==> config.mk <==
export PLATFORM = sky130hd
export DESIGN_NAME = melody_chime_seq
export DESIGN_NICKNAME = d
export VERILOG_FILES = /design/src/rtl/melody_chime_seq.sv
export SDC_FILE = /design/constraint.sdc
export NUM_CORES = 1
export LEC_CHECK = 0
export CORE_MARGIN = 10
export CORE_UTILIZATION = 40
export DETAILED_ROUTE_END_ITERATION = 6
export HOLD_SLACK_MARGIN = 0.06
export PLACE_DENSITY_LB_ADDON = 0.15
export SLEW_MARGIN = 10
export SYNTH_ARGS = -nofsm -noshare
export SYNTH_HDL_FRONTEND = slang
export SYNTH_SLANG_ARGS = --single-unit
export TNS_END_PERCENT = 10
==> constraint.sdc <==
create_clock -name CK_i -period 4.1 [get_ports CK_i]
set_input_delay 0.41 -clock CK_i [delete_from_list [all_inputs] [get_ports CK_i]]
set_output_delay 0.41 -clock CK_i [all_outputs]
set_load 0.005 [all_outputs]
==> src/rtl/melody_chime_seq.sv <==
// Score sequencer for the chime sound generator.
// Walks a synchronous score ROM from address 0. For each note word it
// aligns to the 1 ms clock enable and writes DIV/note-on to the generator
// for exactly one millisecond. It then holds until the note has lasted
// LEN tempo ticks, and moves on to the next word.
// Playback ends on an END word, or after the last ROM address has played.
// In both cases DONE_o pulses once.
module melody_chime_seq #(
   parameter int C_ADR_W   = 6,    // score address width; depth = 2**C_ADR_W
   parameter int C_TICK_MS = 125   // tempo tick length in ms (1..1023)
) (
   input  logic               CK_i,
   input  logic               XARST_i,
   input  logic               EE_1KHZ_i,
   input  logic               START_i,
   input  logic               STOP_i,
   output logic [C_ADR_W-1:0] SCORE_ADRs_o,
   input  logic [15:0]        SCORE_DATs_i,
   output logic [7:0]         DIV_LENs_o,
   output logic               SOUND_ON_o,
   output logic               WE_o,
   output logic               BUSY_o,
   output logic               DONE_o
);

   localparam int C_MS_W = $clog2(C_TICK_MS + 1);

   typedef enum logic [2:0] {
      S_IDLE,    // waiting for START_i
      S_FETCH,   // address presented, ROM read in flight
      S_DECODE,  // ROM word valid, latch it
      S_ARM,     // wait for a 1 ms enable to align the note onset
      S_ISSUE,   // generator write strobe, lasts one full millisecond
      S_HOLD     // count remaining milliseconds of the note
   } state_t;

   state_t             state_q, state_d;
   logic [C_ADR_W-1:0] adr_q, adr_d;
   logic               rest_q, rest_d;
   logic [5:0]         len_q, len_d;
   logic [7:0]         note_div_q, note_div_d;
   logic [7:0]         div_q, div_d;
   logic [C_MS_W-1:0]  ms_q, ms_d;
   logic [5:0]         tick_q, tick_d;
   logic               done_q, done_d;

   logic [5:0]         len_eff;
   logic               ms_wrap;
   logic               note_end;
   logic               last_adr;

   // A LEN of zero plays as a single tick rather than a silent skip.
   assign len_eff  = (len_q == 6'd0) ? 6'd1 : len_q;
   // This millisecond closes the current tempo tick.
   assign ms_wrap  = (ms_q == C_MS_W'(C_TICK_MS - 1));
   // This millisecond closes the last tick of the note.
   assign note_end = ms_wrap && ((tick_q + 6'd1) == len_eff);
   // The last ROM word has no successor, so the score stops instead of wrapping.
   assign last_adr = (adr_q == {C_ADR_W{1'b1}});

   // Next-state, address, note latch and timing counters.
   always_comb begin
      // NOTE: every variable gets a default before any branch, so that no
      // path leaves it unassigned and no latch is inferred.
      state_d    = state_q;
      adr_d      = adr_q;
      rest_d     = rest_q;
      len_d      = len_q;
      note_div_d = note_div_q;
      div_d      = div_q;
      ms_d       = ms_q;
      tick_d     = tick_q;
      done_d     = 1'b0;

      if (STOP_i) begin
         // An abort beats every other event, START_i included.
         // It issues no DONE and keeps DIV_LENs_o.
         state_d = S_IDLE;
      end else begin
         unique case (state_q)
            S_IDLE: begin
               if (START_i) begin
                  adr_d   = '0;
                  state_d = S_FETCH;
               end
            end

            S_FETCH: state_d = S_DECODE;

            S_DECODE: begin
               rest_d     = SCORE_DATs_i[14];
               len_d      = SCORE_DATs_i[13:8];
               note_div_d = SCORE_DATs_i[7:0];
               if (SCORE_DATs_i[15]) begin
                  state_d = S_IDLE;
                  done_d  = 1'b1;
               end else begin
                  state_d = S_ARM;
               end
            end

            S_ARM: begin
               if (EE_1KHZ_i) begin
                  ms_d    = '0;
                  tick_d  = '0;
                  state_d = S_ISSUE;
                  // A rest leaves the generator's divider untouched.
                  if (!rest_q) begin
                     div_d = note_div_q;
                  end
               end
            end

            // The enable that closes ISSUE is already ms 1 of the note.
            // Both states therefore share the counting path.
            S_ISSUE, S_HOLD: begin
               if (EE_1KHZ_i) begin
                  if (ms_wrap) begin
                     ms_d   = '0;
                     tick_d = tick_q + 6'd1;
                  end else begin
                     ms_d   = ms_q + C_MS_W'(1);
                  end
                  if (note_end) begin
                     if (last_adr) begin
                        state_d = S_IDLE;
                        done_d  = 1'b1;
                     end else begin
                        adr_d   = adr_q + C_ADR_W'(1);
                        state_d = S_FETCH;
                     end
                  end else begin
                     state_d = S_HOLD;
                  end
               end
            end

            default: state_d = S_IDLE;
         endcase
      end
   end

   // State and datapath registers; reset returns everything to idle zeros.
   always_ff @(posedge CK_i or negedge XARST_i) begin
      if (!XARST_i) begin
         state_q    <= S_IDLE;
         adr_q      <= '0;
         rest_q     <= 1'b0;
         len_q      <= '0;
         note_div_q <= '0;
         div_q      <= '0;
         ms_q       <= '0;
         tick_q     <= '0;
         done_q     <= 1'b0;
      end else begin
         // NOTE: non-blocking assignments let all registers update together
         // from the values of the previous cycle.
         state_q    <= state_d;
         adr_q      <= adr_d;
         rest_q     <= rest_d;
         len_q      <= len_d;
         note_div_q <= note_div_d;
         div_q      <= div_d;
         ms_q       <= ms_d;
         tick_q     <= tick_d;
         done_q     <= done_d;
      end
   end

   // The write strobe and note-on follow the ISSUE state directly.
   // A STOP_i or reset therefore removes them on the next edge.
   assign WE_o         = (state_q == S_ISSUE);
   assign SOUND_ON_o   = (state_q == S_ISSUE) && !rest_q;
   assign BUSY_o       = (state_q != S_IDLE);
   assign DONE_o       = done_q;
   assign DIV_LENs_o   = div_q;
   assign SCORE_ADRs_o = adr_q;

endmodule

== Word-level counts from Yosys, hierarchy flattened ==
Cells that the tools add are included.

* Word-level logic and storage cells: 74
* Memories: 0
* Bits in read-only memories: 0
* Bits in registers: 46
* Input port bits: 21
* Output and inout bits: 18
* Latch bits: 0
* Bits in writable memories: 0

* Multiplexer cells: 28
* Shifts and indexed selects: 0
* $add $sub $neg: 3
* Reductions and logical operators: 15
* Divide/modulo/power cells: 0
* Equality and inequality tests: 17
* Multiply operators: 0
* Bitwise gates (word level): 2
* Order comparisons: 0

{| class="wikitable"
|+ Operators with widths
! cell !! number
|-
| $mux W6 || 8
|-
| $pmux W6 S2 || 2
|-
| $mux W7 || 3
|-
| $mux W3 || 5
|-
| $pmux W3 S5 || 1
|-
| $pmux W7 S2 || 1
|-
| $add A6 B1 Y6 const B || 2
|-
| $ne A2 B2 Y1 const B || 6
|-
| $ne A3 B3 Y1 const B || 3
|-
| $reduce_and A4 Y1 || 2
|-
| $add A7 B1 Y7 const B || 1
|-
| $eq A7 B7 Y1 const B || 1
|-
| $eq A3 B2 Y1 const B || 2
|-
| $eq A3 B3 Y1 const B || 2
|-
| $eq A6 B6 Y1 || 1
|-
| $eq A6 B6 Y1 const B || 1
|-
| $logic_not A6 Y1 || 1
|-
| $mux W1 || 6
|-
| $reduce_and A6 Y1 || 1
|-
| $reduce_and A5 Y1 || 1
|-
| $reduce_bool A2 Y1 || 2
|-
| $eq A3 B1 Y1 const B || 1
|-
| $logic_not A3 Y1 || 1
|-
| $reduce_and A3 Y1 || 1
|-
| other kinds (8) || 10
|}

== Depth between registers and ports, before layout ==
Gate-level depths: netlist of the first run.

* Word-level depth: 8
* Gate-level depth with buffers: 7
* Gate-level depth less buffers: 7

== Worst setup path after synthesis of the first run ==
No wires, ideal clock.

* Path kind: flip-flop to flip-flop
* Start point: reg tick_q[0]
* End point: reg adr_q[5], in the netlist SCORE_ADRs_o[5]
* Setup slack: 1.848 ns
* Setup time: 0.121 ns
* Path buffers: 0
* Required time: 3.979 ns
* Stages on the path, launching flop included: 8
* Period minus slack after synthesis: 2.252 ns
* Arrival time: 2.131 ns
* Path through: dfrtp_1 > ha_1 > and2b_1 > or4b_1 > nand3_2 > o2111ai_2 > o31a_1 > o22a_1

* Cells in the longest elaborated chain, start to end: 5

{| class="wikitable"
|+ RTL lines
! item !! line !! source
|-
| start: declaration || 44 || <nowiki>logic [5:0] tick_q, tick_d;</nowiki>
|-
| start signal: assignment || 165 || <nowiki>tick_q <= tick_d;</nowiki>
|-
| $add A6 B1 Y6 || 57 || <nowiki>assign note_end = ms_wrap && ((tick_q + 6'd1) == len_eff);</nowiki>
|-
| $eq A6 B6 Y1 || 57 ||
|-
| $logic_and A1 B1 Y1 || 57 ||
|-
| $ne A2 B2 Y1 (no line) || n/a ||
|-
| $reduce_and A6 Y1 (no line) || n/a ||
|-
| end signal: assignment || 159 || <nowiki>adr_q <= adr_d;</nowiki>
|-
| end: declaration || 38 || <nowiki>logic [C_ADR_W-1:0] adr_q, adr_d;</nowiki>
|}

Every way passes these cells.
A chain may end at the register's enable or synchronous reset.

== Worst setup path after layout of the first run ==
* Start point: reg state_q[2]
* End point: out SOUND_ON_o

* Cells in the longest elaborated chain, start to end: 2

{| class="wikitable"
|+ RTL lines
! item !! line !! source
|-
| start: declaration || 37 || <nowiki>state_t state_q, state_d;</nowiki>
|-
| start signal: assignment || 158 || <nowiki>state_q <= state_d;</nowiki>
|-
| $eq A3 B3 Y1 || 173 || <nowiki>assign SOUND_ON_o = (state_q == S_ISSUE) && !rest_q;</nowiki>
|-
| $logic_and A1 B1 Y1 || 173 ||
|-
| end: declaration || 20 || <nowiki>output logic SOUND_ON_o,</nowiki>
|}

Every way passes these cells.

==> run metrics, run 1 <==
router iterations before antenna repair=4; Setup TNS=0 ps; Clk Latency, worst-skew pair=310 ps; most frequent cells in the layout=46 x dfrtp_1, 37 x clkdlybuf4s50_1, 24 x mux2_2, 19 x nand2_1, 13 x nor2_1; Post-DP HPWL=3700 um; Area Growth Syn to Fin=22.0%; minimum clock period=2490 ps; register area=about 1200 um2; Hold Crit Class=in -> async; # fillers=561; Reg2Reg Setup Slack=1650 ps; register area share after synthesis=0.477; YS warnings=0; commonest non-fill, non-tap cell in the layout=dfrtp_1; Power Dens Cells=463 nW/um2; Setup Skew=11.7 ps; NumNets Final=between 200 and 300; via count=about 1800; area of the multi-input gates=1190 um2; drt drc=0; cell area after synthesis=2410 um2; drt initial violations=85; Least-Margin Pin Slew=1140 ps; post-synth cell types=51; overall die area=9540 um2; fin. max-slew vios=0; first-pass GRT wire length=8730 um; Placed Area=2830 um2; Final GP Congestion=just under 0.8; Num Clock Sinks=between 40 and 50; worst r2r path cells=5; effective utilization at floorplan=0.410; maximum fanout along the worst path=11; Num CTS Buffers=5; Post-synth EDFFs=0; RSZ-0062 raised after global routing=false; # IOs=39; Main synth FF type=dfrtp_1; port bufs=38; crit end category=output port; post-route ant nets=0; die span in x=97.7 um; Core Area=5890 um2; CP Launch Type=flop; Routed Wire Length=a little over 5000 um; synthesized area per cell=10.8 um2; Max Buffers Root-to-Sink=2; final hold vios=0; Reg-to-Reg End=tick_q[5]; vias in the first global route=1838; worst vdd ir=0.238 mV; Worst EP required=about 3700 ps; Antenna Cells=0; design area=2940 um2; CTS tree=yes; Worst EP arrival=2080 ps; Die Y=~98 um; share of cells above drive strength 1=0.173; Util after Layout=0.500; max_cap viols=0; row count=28; post-route clock period utilization=0.608; syn_nets=around 250; status=complete, no violations; largest net degree at the start of global routing=between 40 and 50; setup repair bufs after CTS=0; GR Overflow Total=0; Hold-fix buffers, CTS=0; cells after synthesis=224; final setup vio count=0; wire length per cell=around 15 um; post_cts resized=0; source of the worst register-to-register timing path=state_q[2]; register bit total from synthesis=46; Post-synth ARST share=1.00; H-tree depth=2; initial antenna violation count=0; Vias/cell=5.27; Root Driver=clkbuf_8; Tot Pwr=roughly 1.4 mW; CP Class=reg -> out; Rel. slew slack=0.239; Lkg Pwr=1.23 nW; Worst Hold Margin=269 ps; Total GRT Usage=0.108; Max Freq=between 400 and 500 MHz; clock slew at reported path FFs=roughly 100 ps
-- flip-flops by register name, indices dropped and copies added, names as in the netlist, 3 cells and up --
signal / flops
tick_q: 6
SCORE_ADRs_o: 6
ms_q: 7
state_q: 3
note_div_q: 8
DIV_LENs_o: 8
len_q: 6
-- cell families (layout without fill, tap and decap cells) --
group                      Yosys count  count (layout)  synth area share
DFF                                 46              46             0.477
and+or+nand+nor                     79              79             0.180
xor gates and xnor gates            11              11            0.0399
muxes                               25              25             0.116
buffers and inverters               16              52            0.0332
AOI/OAI and AO/OA                   43              43             0.133
adders and majority gates            4               4            0.0207
-- layout make-up --
class / instances / share of cell area
Tap cell: 75 / 0.0319
Sequential cell: 46 / 0.391
Timing Repair Buffer: 38 / 0.128
Clock inverter: 2 / 0.0128
Clock buffer: 6 / 0.0247
Inverter: 6 / 0.00765
Multi-Input combinational cell: 162 / 0.404
-- synth_stat cells (all sizes together), types with 2 or more instances --
library cell | count | share of area
or2 | 3 | 0.0078
nor2 | 13 | 0.020
xor2 | 6 | 0.022
ha | 4 | 0.021
nor4b | 2 | 0.0099
clkbuf | 4 | 0.0062
a21oi | 6 | 0.014
or3 | 2 | 0.0052
o2111ai | 2 | 0.017
dfrtp | 46 | 0.48
nand3 | 11 | 0.025
or2b | 2 | 0.0067
nand2b | 4 | 0.010
and2b | 2 | 0.0067
nand4 | 3 | 0.0078
nor3 | 7 | 0.017
o22a | 2 | 0.0073
o31ai | 3 | 0.0093
buf | 6 | 0.018
o21ai | 12 | 0.025
o31a | 2 | 0.0073
a2bb2oi | 3 | 0.011
and3 | 3 | 0.0078
o22ai | 2 | 0.0052
inv | 6 | 0.0093
or4 | 3 | 0.0093
nand2 | 19 | 0.030
o211ai | 4 | 0.012
mux2 | 24 | 0.11
xnor2 | 5 | 0.018
-- through the flow --
stage	setup slack, ps	cells
final	1610	335
after global routing	1370	335
after CTS	1570	335
after detailed placement	1480	327
after global placement	1580	327
after floorplan	1850	224
-- worst max-delay path by stage --
stage | startpoint | endpoint | cells after the start
final | state_q[2] | SOUND_ON_o | 3
after floorplan | tick_q[0] | SCORE_ADRs_o[5] | 7
after CTS | state_q[2] | SOUND_ON_o | 3
after global routing | state_q[2] | tick_q[5] | 5
after detailed placement | STOP_i | tick_q[5] | 6
after global placement | STOP_i | tick_q[5] | 6
-- power breakdown --
part	internal [mW]	leakage [nW]	switching [mW]
registers	0.567	0.606	0.100
logic	0.204	0.572	0.147
clock network	0.182	0.0514	0.163
-- per-layer routing --
layer | GRT usage | up-vias | wire length [um]
met5 | 0 | - | 0
met4 | 0.0369 | 0 | 63
met3 | 0.0370 | 7 | 301
met2 | 0.180 | 43 | 2350
met1 | 0.125 | 845 | 2470
li1 | - | 872 | -
-- critical path: stages, from the launching register on --
cell,delay [ps]
dfrtp_1,590
nand2b_1,370
nor3_1,270
clkdlybuf4s50_1,540
No activity file was read; power rests on OpenSTA's default activity.
==> run 2: changes to the inputs <==
==> constraint.sdc (replaced) <==
create_clock -name CK_i -period 2.2 [get_ports CK_i]
set_input_delay 0.22 -clock CK_i [delete_from_list [all_inputs] [get_ports CK_i]]
set_output_delay 0.22 -clock CK_i [all_outputs]
set_load 0.005 [all_outputs]
==> run 2 against run 1 <==
  * First-iteration DRC count grew 8.2%
  * Largest power group unchanged
  * Wire length grew 3.5%
  * Clock-buffer cell count is the same
  * Utilization grew 3.8 points
  * Flip-flop and latch count is the same
  * Sequential power grew 84%
  * Critical endpoint is now SCORE_ADRs_o[4]
  * Combinational power grew 120%
  * Setup slack lost 1500 ps
==> run metrics, run 2 (synthesized netlist as in run 1, its figures left out) <==
status=complete, no violations; source of the worst register-to-register timing path=tick_q[0]; overall die area=9540 um2 (unchanged); Antenna Cells=0 (unchanged); H-tree depth=2 (unchanged); most frequent cells in the layout=46 x dfrtp_1, 37 x clkdlybuf4s50_1, 24 x mux2_2, 24 x buf_4, 19 x nand2_1; final hold vios=0 (unchanged); Core Area=5890 um2 (unchanged); Comb power frac=0.294 (+0.037); Worst Hold Margin=507 ps (+238 ps); Least-Margin Pin Slew=590 ps (-547 ps); Setup Skew=4.18 ps (-7.53 ps); # IOs=39 (unchanged); row count=28 (unchanged); crit end category=flop; maximum fanout along the worst path=6 (-5); fin. max-slew vios=0 (unchanged); minimum clock period=2140 ps; Die Y=97.7 um (unchanged); Vias/cell=5.24 (-0.73%); drt initial violations=92 (+8.2%); Reg2Reg Setup Slack=60 ps (-1590 ps); effective utilization at floorplan=0.410 (unchanged); wire length per cell=14.9 um (-3.7%); commonest non-fill, non-tap cell in the layout=dfrtp_1; min-delay src=note_div_q[5]; hold path endpoint=note_div_q[5]; Setup TNS=0 ps (unchanged); port bufs=38 (unchanged); Sw Share=0.295 (-0.00615); Hold Crit Class=reg -> reg; largest net degree at the start of global routing=47 (unchanged); worst vdd ir=0.491 mV (+110%); setup ws final=63.0 ps (-1540 ps); drt drc=0 (unchanged); worst hold stages=1; pre-CTS setup slack=-22.2 ps (-1500 ps); Net Sw Power=0.772 mW (+88%); NumNets Final=309 (+8.8%); Root Driver=clkbuf_8; RSZ-0062 raised after global routing=true; share of cells above drive strength 1=0.256 (+0.0831); Area Growth Syn to Fin=31.4%; CP Class=reg -> reg; CTS tree=yes; CP Launch Type=flop; Worst EP required=2390 ps (-1300 ps); clock slew at reported path FFs=90 ps (about the same); Worst EP arrival=2330 ps (+250 ps); Post-DP HPWL=4050 um (+9.2%); Max Buffers Root-to-Sink=2 (unchanged); GR Overflow Total=0 (unchanged); Reg-to-Reg End=SCORE_ADRs_o[4]; Max Freq=468 MHz; Final GP Congestion=0.813 (+3.6%); Rel. slew slack=0.606 (+0.368); Clk Latency, worst-skew pair=300 ps (about the same); power share of the sequential group=0.468 (-0.022); router iterations before antenna repair=4 (unchanged); via count=1885 (+6.7%); first-pass GRT wire length=9490 um (+8.8%); Lkg Pwr=1.35 nW (+10%); clock share of power=0.237 (-0.016); Power Dens Cells=827 nW/um2 (+78%); post-route clock period utilization=0.971; Total GRT Usage=0.116 (+0.00786); Int Pwr=1.85 mW (+94%); final setup vio count=0 (unchanged); worst r2r path cells=7 (+2); die span in x=97.7 um (unchanged); initial antenna violation count=0 (unchanged); Num Clock Sinks=46 (unchanged); Routed Wire Length=5370 um (+3.5%); max_cap viols=0 (unchanged); # fillers=550 (-2.0%); Num CTS Buffers=5 (unchanged); vias in the first global route=2011 (+9.4%); Tot Pwr=2.62 mW (+92%); post-route ant nets=0 (unchanged)
## run 2: critical path, stage by stage (launching register included)
cell       delay, ps
dfrtp_1          400
ha_2             200
and2b_1          170
or4b_4           530
nand3_4          100
o2111ai_4        170
o31a_1           280
o22a_1           190
## run 2: power by group through the flow
stage          clock network, mW  logic, mW  registers [mW]
4_1_cts                    0.643      0.761            1.23
3_5_place_dp                   0      0.758            1.25
5_1_grt                    0.684      0.864            1.27
2_1_floorplan                  0      0.512            1.19
6_report                   0.622      0.771            1.23
3_3_place_gp                   0      0.743            1.24
## run 2: worst max path at each step
stage	from	endpoint	slack (ps)	cells after the start
after detailed placement	tick_q[0]	SCORE_ADRs_o[5]	-20	7
after floorplan	tick_q[0]	SCORE_ADRs_o[5]	7	7
after global routing	tick_q[0]	SCORE_ADRs_o[4]	-10	7
after CTS	tick_q[0]	SCORE_ADRs_o[5]	6	7
final	tick_q[0]	SCORE_ADRs_o[4]	60	7
after global placement	tick_q[0]	SCORE_ADRs_o[5]	40	7
## run 2: per-stage QoR
stage          instances   util  instance area, um2
2_1_floorplan        224      -                2430
3_3_place_gp         349  0.512                3010
3_5_place_dp         349  0.512                3010
4_1_cts              359  0.533                3140
5_1_grt              360  0.538                3170
6_report             360  0.538                3170
## run 2: metal layers
metal	up-vias	global-route usage	part of all wire
li1	930	-	-
met5	-	0	0
met3	5	0.0370	0.055
met2	35	0.196	0.51
met1	915	0.138	0.43
met4	0	0.0302	0.0099
## run 2: repair_timing
action	4_1_cts	5_1_grt
setup endpoints to repair	1	5
cloned	0	0
hold buffers	1	0
gates resized for setup	0	5
hold endpoints to repair	46	0
setup buffers	1	1
pin swaps	2	2
## run 2: cell type report
type	instances	area (um2)	area share
Multi-Input combinational cell	162	1230	0.387
Sequential cell	46	1150	0.363
Timing Repair Buffer	63	566	0.178
Tap cell	75	93.8	0.0296
Clock buffer	6	72.6	0.0229
Clock inverter	2	37.5	0.0118
Inverter	6	22.5	0.00711
==> run 3: changes to the inputs <==
--- a/config.mk
+++ b/config.mk
@@ -5,7 +5,7 @@
 export SDC_FILE = /design/constraint.sdc
 export NUM_CORES = 1
 export LEC_CHECK = 0
-export CORE_MARGIN = 10
+export CORE_MARGIN = 2
 export CORE_UTILIZATION = 40
 export DETAILED_ROUTE_END_ITERATION = 6
 export HOLD_SLACK_MARGIN = 0.06
==> constraint.sdc (replaced) <==
create_clock -name CK_i -period 2.2 [get_ports CK_i]
set_input_delay 0.22 -clock CK_i [delete_from_list [all_inputs] [get_ports CK_i]]
set_output_delay 0.22 -clock CK_i [all_outputs]
set_load 0.01 [all_outputs]
==> run 3 against run 2 <==
  * Clock skew hardly changed
  * Utilization decreased by 0.70 points
  * Largest cell class unchanged
  * Global-route usage is 5.3 points higher
  * Critical endpoint unchanged
  * Hold slack lost 2.2 ps
  * Via count decreased by 0.53%
  * Critical path type unchanged
==> run metrics, run 3 (synthesized netlist as in run 1, its figures left out) <==
Clk Latency, worst-skew pair=290 ps (about the same); worst hold stages=1 (unchanged); largest net degree at the start of global routing=47 (unchanged); Vias/cell=5.28 (+0.87%); Int Pwr=1.83 mW (-0.93%); port bufs=38 (unchanged); Num Clock Sinks=46 (unchanged); via count=1875 (-0.53%); Worst EP arrival=2300 ps (-30 ps); Net Sw Power=0.776 mW (+0.55%); Total GRT Usage=0.169 (+0.0527); commonest non-fill, non-tap cell in the layout=dfrtp_1; CP bufs+invs=0 (unchanged); Max Freq=474 MHz (+1.3%); drt drc=0 (unchanged); max_cap viols=0 (unchanged); effective utilization at floorplan=0.410 (unchanged); RSZ-0062 raised after global routing=false; wire length per cell=14.1 um (-5.4%); status=complete, no violations; final hold vios=0 (unchanged); GR Overflow Total=0 (unchanged); NumNets Final=304 (-1.6%); Tot Pwr=2.61 mW (-0.49%); Power Dens Cells=834 nW/um2 (+0.82%); delay-heaviest family, CP=simple AND/OR/NAND/NOR gates; Area Growth Syn to Fin=29.7%; crit end category=flop; Setup Skew=4.31 ps (+0.132 ps); Setup TNS=0 ps (unchanged); Worst EP required=2390 ps (about the same); Max stage delay cell, worst path=or4b_1; clock share of power=0.240 (+0.003); Antenna Cells=0 (unchanged); post-route clock period utilization=0.959 (-0.0126); router iterations before antenna repair=4 (unchanged); Root Driver=clkbuf_8; post-route ant nets=0 (unchanged); Max Buffers Root-to-Sink=2 (unchanged); initial antenna violation count=0 (unchanged); Core Area=5890 um2 (unchanged); final setup vio count=0 (unchanged); Sw Share=0.298 (+0.00309); design area=3130 um2 (-1.3%); CP Class=reg -> reg; Rel. slew slack=0.602 (-0.00479); minimum clock period=2110 ps (-27.8 ps); logic depth of the worst path, buffers included=7 (unchanged); Lkg Pwr=1.33 nW (-1.7%); Routed Wire Length=5010 um (-6.7%); Num CTS Buffers=5 (unchanged); worst vdd ir=0.542 mV (+10%); most frequent cells in the layout=45 x dfrtp_1, 37 x clkdlybuf4s50_1, 24 x mux2_2, 19 x nand2_1, 18 x buf_4; overall die area=6670 um2 (-30%); Final GP Congestion=0.765 (-5.9%); Post-DP HPWL=3620 um (-10%); Hold Crit Class=reg -> reg; setup repair bufs after CTS=0 (-1); Comb power frac=0.292 (-0.002); clock slew at reported path FFs=90 ps (about the same); CTS tree=yes; maximum fanout along the worst path=5 (-1); Least-Margin Pin Slew=598 ps (+7.19 ps); Die Y=81.7 um (-16%); # IOs=39 (unchanged); die span in x=81.7 um (-16%); worst-path cell chain=ha_2 > and2b_1 > or4b_1 > nand3_2 > o2111ai_4 > o31a_1 > o22a_1; first-pass GRT wire length=8520 um (-10%); share of cells above drive strength 1=0.239 (-0.0169); power share of the sequential group=0.468 (about the same); H-tree depth=2 (unchanged); Placed Area=3000 um2 (-0.33%); CP Launch Type=flop; drt initial violations=72 (-22%); row count=28 (unchanged); worst r2r path cells=7 (unchanged); fin. max-slew vios=0 (unchanged); vias in the first global route=1805 (-10%); slowest cell delay on critical path=510 ps (-20 ps)
-- run 3: per-stage QoR --
stage | util | worst slack, ps | std cells | hold slack, ps
2_1_floorplan | - | 7.49 | 224 | -75.6
3_3_place_gp | 0.510 | 60.0 | 346 | 352
3_5_place_dp | 0.510 | 17.4 | 346 | 351
4_1_cts | 0.530 | 6.65 | 355 | 512
5_1_grt | 0.531 | 11.6 | 355 | 520
6_report | 0.531 | 90.8 | 355 | 505
-- run 3: power by group through the flow --
stage / clock network, mW / registers, mW / logic [mW]
after floorplan: 0 / 1.20 / 0.515
after global placement: 0 / 1.24 / 0.751
after detailed placement: 0 / 1.24 / 0.768
after CTS: 0.651 / 1.23 / 0.771
after global routing: 0.686 / 1.26 / 0.846
final: 0.626 / 1.22 / 0.760
-- run 3: layout make-up --
class	count	area, um2
timing repair buffer	58	541
fill	543	2760
sequential	46	1150
clock buffer	6	72.6
tap	75	93.8
inverter	6	22.5
multi-input combinational	162	1210
clock inverter	2	37.5
-- run 3: final timing paths --
| check | start | slack (ps) | end |
|---|---|---|---|
| max | tick_q[0] | 90 | SCORE_ADRs_o[4] |
| min | note_div_q[7] | 500 | DIV_LENs_o[7] |
| max reg2reg | tick_q[0] | 90 | SCORE_ADRs_o[4] |
| min reg2reg | note_div_q[7] | 500 | DIV_LENs_o[7] |
| max in group asynchronous | XARST_i | 1240 | state_q[2] |
| min in group asynchronous | XARST_i | 540 | SCORE_ADRs_o[1] |
-- run 3: what timing repair did --
action / 4_1_cts / 5_1_grt
endpoints found under the setup margin: 0 / 7
hold endpoints to repair: 46 / 0
hold buffers: 1 / 0
resized for setup: 0 / 2
-- run 3: per-layer routing --
metal / track usage / share of wire
met5: 0 / 0
met4: 0.0650 / 0.014
met3: 0.0418 / 0.040
met2: 0.272 / 0.48
met1: 0.219 / 0.47
